--- config.mk ---
export PLATFORM = sky130hd
export DESIGN_NAME = fifo_stream_reader
export DESIGN_NICKNAME = d
export VERILOG_FILES = /design/src/rtl/fifo_stream_reader.sv
export SDC_FILE = /design/constraint.sdc
export NUM_CORES = 1
export LEC_CHECK = 0
export CORE_ASPECT_RATIO = 0.5
export CORE_UTILIZATION = 28
export DETAILED_ROUTE_END_ITERATION = 10
export GPL_ROUTABILITY_DRIVEN = 1
export MAX_ROUTING_LAYER = met4
export PLACE_DENSITY = 0.52
export SLEW_MARGIN = 5
export SYNTH_ARGS = -nofsm -noshare
export SYNTH_HDL_FRONTEND = slang
export SYNTH_SLANG_ARGS = --single-unit
export TNS_END_PERCENT = 50
--- constraint.sdc ---
create_clock -name clk -period 6 [get_ports clk]
set_input_delay 1.2 -clock clk [delete_from_list [all_inputs] [get_ports clk]]
set_output_delay 1.2 -clock clk [all_outputs]
set_load 0.02 [all_outputs]
--- src/rtl/fifo_stream_reader.sv ---
// fifo_stream_reader: read-side master for sync_fifo. Pulls words through
// fifo_rd_en/fifo_dout/fifo_empty and re-presents them as a valid/ready stream
// with burst framing (m_last on every BURST_LEN-th word).
// A 2-entry buffer absorbs the one-cycle FIFO read latency, so a word that is
// already in flight always has a slot to land in, even under backpressure.
// Optional feature macro: FIFO_RD_CNT_EN enables the delivered-word counter.
module fifo_stream_reader #(
   parameter int DATA_WIDTH = 8,
   parameter int BURST_LEN  = 8,
   parameter int CNT_WIDTH  = 16
) (
   input  logic                  clk,
   input  logic                  reset,
   input  logic                  enable,
   input  logic                  fifo_empty,
   output logic                  fifo_rd_en,
   input  logic [DATA_WIDTH-1:0] fifo_dout,
   output logic                  m_valid,
   input  logic                  m_ready,
   output logic [DATA_WIDTH-1:0] m_data,
   output logic                  m_last,
   output logic [CNT_WIDTH-1:0]  word_count
);

   localparam int            BW       = (BURST_LEN > 1) ? $clog2(BURST_LEN) : 1;
   localparam logic [BW-1:0] LAST_IDX = BW'(BURST_LEN - 1);

   // entry 0 is the head and drives m_data directly
   logic [1:0][DATA_WIDTH-1:0] r_buf;
   logic [1:0]                 r_occ;
   logic                       r_inflight;
   logic [BW-1:0]              r_bcnt;

   logic                       w_pop;
   logic [2:0]                 w_level;
   logic [1:0]                 w_occ_ap;

   assign w_pop    = (r_occ != 2'd0) && m_ready;
   // slots committed after this cycle: held words + word landing - word leaving
   assign w_level  = {1'b0, r_occ} + {2'b00, r_inflight} - {2'b00, w_pop};
   assign w_occ_ap = r_occ - {1'b0, w_pop};

   assign fifo_rd_en = !reset && enable && !fifo_empty && (w_level < 3'd2);

   assign m_valid = (r_occ != 2'd0);
   assign m_data  = r_buf[0];
   assign m_last  = m_valid && (r_bcnt == LAST_IDX);

   // buffer: shift on pop, then land the in-flight word in the first free slot
   always_ff @(posedge clk) begin
      if (reset) begin
         r_buf      <= '0;
         r_occ      <= 2'd0;
         r_inflight <= 1'b0;
      end else begin
         r_inflight <= fifo_rd_en;
         if (w_pop)
            r_buf[0] <= r_buf[1];
         if (r_inflight) begin
            if (w_occ_ap == 2'd0)
               r_buf[0] <= fifo_dout;
            else
               r_buf[1] <= fifo_dout;
         end
         r_occ <= w_occ_ap + {1'b0, r_inflight};
      end
   end

   // burst position of the head word; wraps after the last word is popped
   always_ff @(posedge clk) begin
      if (reset)
         r_bcnt <= '0;
      else if (w_pop)
         r_bcnt <= (r_bcnt == LAST_IDX) ? '0 : r_bcnt + 1'b1;
   end

`ifdef FIFO_RD_CNT_EN
   logic [CNT_WIDTH-1:0] r_wcnt;

   // delivered-word counter, free-running modulo 2^CNT_WIDTH
   always_ff @(posedge clk) begin
      if (reset)
         r_wcnt <= '0;
      else if (w_pop)
         r_wcnt <= r_wcnt + 1'b1;
   end

   assign word_count = r_wcnt;
`else
   assign word_count = '0;
`endif

endmodule

Yosys cells after proc, flatten, opt, wreduce, memory -nomap -nowiden
Index checks and enable logic that the tools add are counted.

Input bits: 13. Output and inout port bits: 27. Flip-flop bits (word level): 22.

Muxes and demuxes: 4. Reduce and logical (&&, ||, !) cells: 10. Order comparisons: 1. Bitwise logic cells: 1. Add/subtract/negate cells: 5. Equal/unequal tests: 1.

Operators with widths (count): 2-to-1 mux 8 bit (3); logical AND 1 bit (5); adder 2 x 1 -> 3 bit (1); adder 3 x 1 -> 3 bit, second input constant (1); equality test 3 bit, second input constant (1); < comparator 3 x 2 -> 1 bit, second input constant (1); 2-to-1 mux 3 bit (1); subtractor 3 x 1 -> 3 bit (1); adder 2 x 1 -> 2 bit (1); zero test 1 bit (2); zero test 2 bit (1); AND reduction 2 bit (1); nonzero test 2 bit (1); subtractor 2 x 1 -> 2 bit (1); inverter 1 bit (1).

Longest topological paths before layout
Word-level depth: 6. Gate-level depth with buffers: 7. Gate-level depth less buffers: 5.

Least setup slack after synthesis
No wires, ideal clock.

Path type: input -> output. Start: input m_ready. End: output fifo_rd_en. Path slack: 1.963 ns. Stages: 6. Data arrival time: 2.837 ns. Path buffers: 1. Required time: 4.800 ns. Cell sequence: o21ai_1 > buf_2 > nor2_1 > fa_1 > nand2_1 > nor4_1.

Longest elaborated chain between the ends: 4.

Ends and longest elaborated chain: start, declared (RTL line 19) `input logic m_ready,`; logical AND 1 bit (RTL line 38) `assign w_pop = (r_occ != 2'd0) && m_ready;`; subtractor 3 x 1 -> 3 bit (RTL line 40) `assign w_level = {1'b0, r_occ} + {2'b00, r_inflight} - {2'b00, w_pop};`; < comparator 3 x 2 -> 1 bit (RTL line 43) `assign fifo_rd_en = !reset && enable && !fifo_empty && (w_level < 3'd2);`; logical AND 1 bit (RTL line 43); end, declared (RTL line 16) `output logic fifo_rd_en,`.

No other way between the ends.

Worst setup path after layout
Ends and elaborated chain as after synthesis.

==> flow_summary.ini <==
[synthesis]
synth_top_family_by_area = simple AND/OR/NAND/NOR gates
synth_warnings = 0
syn_avg_cell_area_um2 = 8.99
ys.flop_type = dfxtp_1
synth_cell_type_count = 29
synth-adder-area-share_pct = 4.33
synth_compound_area_share_pct = 13.0
ys_ff_latch = 22
synth_cells = 148
synth_edf_count = 0
syn_area_mm2 = 0.00133
synthMuxAreaShare_pct = 6.02
synthArstFlopShare_pct = 0
synth-seq-area-share_pct = 33.1
yosys.area_share.simple_pct = 23.0
synth-xor-area-share_pct = 1.32

[critical_path]
worstPathCellList = clkdlybuf4s50_1, o21ai_1, nor2_1, fa_1, nand2_1, nor4_1, clkdlybuf4s50_1
path_max_fanout = 13
r2r_cells = 5
crit_end = fifo_rd_en
slowest_stage = clkdlybuf4s50_1
critPathKind = input pin to primary output
critPathLaunchType = input pin
startpoint = m_ready
r2r-start = r_occ[1]
end_kind = primary output
r2r_end = r_inflight
cp_data_required_time_ns = 4.80
crit_arrival_ns = 3.77
crit_path_max_incr_delay_ns = 0.64
ff2ff_setup_slack_ns = 3.81
crit_top_cell = clkdlybuf4s50_1

[final_layout]
fin_nets = 175
n_fill_cell = 464
diodes = 0
final_area_mm2 = 0.00153
final_util_pct = 34.1
drive_gt1_share_pct = 9.55
stdcell_count = 223
area_growth_pct = 15.1

[timing]
drv_slew = 0
fmax_mhz = 201
setup_viol = 0
period_minus_slack_ns = 4.97
finalHoldViolations = 0
tightest_slew_ns = 0.893
maxSlewHeadroom_pct = 40.1
final.setup.tns_ns = 0
finalClockSkew_ns = 0.0110
period_share_pct = 82.9
rsz0062_at_grt = no

[pwr]
leakage_nw = 0.551
netSwitchingFraction_pct = 24.3
power_w = 0.000346
pwr-share-seq_pct = 44.3
power_frac_comb_pct = 15.1
p_int_w = 0.000262
p_switching_w = 0.0000839
powerDensity_mw_per_mm2 = 226
clkPwrFrac_pct = 40.5
ir_worst_vdd_v = 0.0000807

[grt]
grt_pass1_vias = 839
grt_max_degree = 32
grt_usage_pct = 10.5
grt_overflow_total = 0
antenna_found_initial = 0
grt_first_pass_wirelength_um = 3970

[run]
drv_cap = 0

[placement]
dp_hpwl_um = 1670
placed_cells = 219
place.gp.congestion = 0.677
placed_area_mm2 = 0.00146
port_buffers = 23

[cts]
htreeDepth = 1
cts_resized = 0
numCtsBuffers = 3
clk_pin_slew_ns = 0.09
cts-root-buf = clkbuf_8
tritoncts = built
cts_buffer_depth = 2
postCtsSetupBuffers = 0
hold_buffers = 0
cts.sinks = 22
clk_latency_ns = 0.27

[routing]
drt-vias-per-instance = 4.22
drt_iter0_markers = 33
wl_um = 2440
dr.pass1.iters = 4
wl_per_cell_um = 11.0
drc = 0
routed-via-count = 942
ant_nets = 0

[floorplan]
fp-row-count = 17
fp.dieW_um = 99.5
dieArea_mm2 = 0.00505
initial_utilization_pct = 29.6
num_io_pins = 40
coreArea_mm2 = 0.00449
die_height_um = 50.7

[min_path]
hp-class = register to register

[status]
status = complete, no violations
==> power by group through the flow <==
stage | Clock [W] | Combinational, W | Sequential (W)
final | 0.000140 | 0.0000522 | 0.000153
after global routing | 0.000151 | 0.0000564 | 0.000154
after CTS | 0.000146 | 0.0000527 | 0.000153
after detailed placement | 0 | 0.0000524 | 0.000157
after global placement | 0 | 0.0000519 | 0.000157
after floorplan | 0 | 0.0000465 | 0.000156
==> state kept, by name (all words and copies together), names as in the netlist <==
signal,count
r_buf,8
m_data,8
r_occ,2
r_inflight,1
r_bcnt,3
==> cells in the final DEF, fill, tap and decap left out, types with 3 or more instances in the layout <==
cell	n
clkbuf_8	3
nor2b_1	3
clkdlybuf4s50_1	23
nand2b_1	16
a21oi_1	4
ha_1	3
mux2i_1	8
a311oi_2	8
conb_1	16
nor3_1	8
nand2_1	23
dfxtp_1	22
==> synth_stat cells (all sizes together), types with 3 or more instances <==
| cell type | count | area (um2) |
|---|---|---|
| buf | 33 | 244 |
| nand2 | 23 | 86.3 |
| dfxtp | 22 | 440 |
| nand2b | 17 | 114 |
| a311oi | 8 | 120 |
| mux2i | 8 | 80.1 |
| nor3 | 8 | 40.0 |
| a21oi | 4 | 20.0 |
| ha | 3 | 37.5 |
| nor2b | 3 | 18.8 |
==> worst min-delay path by stage <==
stage               from        end  slack [ns]  depth (start not counted)
6_report       r_bcnt[1]  r_bcnt[1]        0.46                          2
4_1_cts        r_bcnt[1]  r_bcnt[1]        0.47                          2
3_3_place_gp   r_bcnt[1]  r_bcnt[1]        0.45                          2
2_1_floorplan  r_bcnt[1]  r_bcnt[1]        0.44                          2
3_5_place_dp   r_bcnt[1]  r_bcnt[1]        0.46                          2
5_1_grt        r_bcnt[0]  r_bcnt[0]        0.49                          2
==> critical path: cells and delay by family <==
kind	cells	cell delay [ns]
simple gates	3	0.40
fa+ha+maj	1	0.53
compound gates	1	0.51
buf+inv	2	1.12
==> through the flow <==
step           setup slack [ns]  hold slack, ns
6_report                   1.03           0.462
3_5_place_dp              0.959           0.456
2_1_floorplan              1.96           0.440
5_1_grt                   0.833           0.491
3_3_place_gp               1.03           0.449
4_1_cts                   0.965           0.469
==> cell type report <==
cell class / instances / area, um2 / area share (%)
Inverter: 1 / 3.75 / 0.245
Multi-Input combinational cell: 106 / 694 / 45.4
Tap cell: 66 / 82.6 / 5.40
Clock buffer: 3 / 41.3 / 2.70
Timing Repair Buffer: 24 / 238 / 15.5
Sequential cell: 22 / 440 / 28.8
Clock inverter: 1 / 30.0 / 1.96
==> metal layers <==
layer | vias to the layer above | track usage (%) | share of wire, %
met5 | - | - | 0
met4 | 0 | 2.94 | 0.94
met3 | 2 | 2.51 | 3.4
met2 | 23 | 18.1 | 47
met1 | 444 | 12.5 | 49
li1 | 473 | - | -
==> cells by family (layout without fill, tap and decap cells) <==
family	count (synthesis)	count (layout)
other	1	16
multiplexers	8	8
XOR/XNOR	2	2
AO/OA/AOI/OAI	17	17
flip-flops	22	22
buffers and inverters	35	29
adder cells (fa/ha/maj)	4	4
AND/OR/NAND/NOR	59	59
No activity file was read; power rests on OpenSTA's default activity.
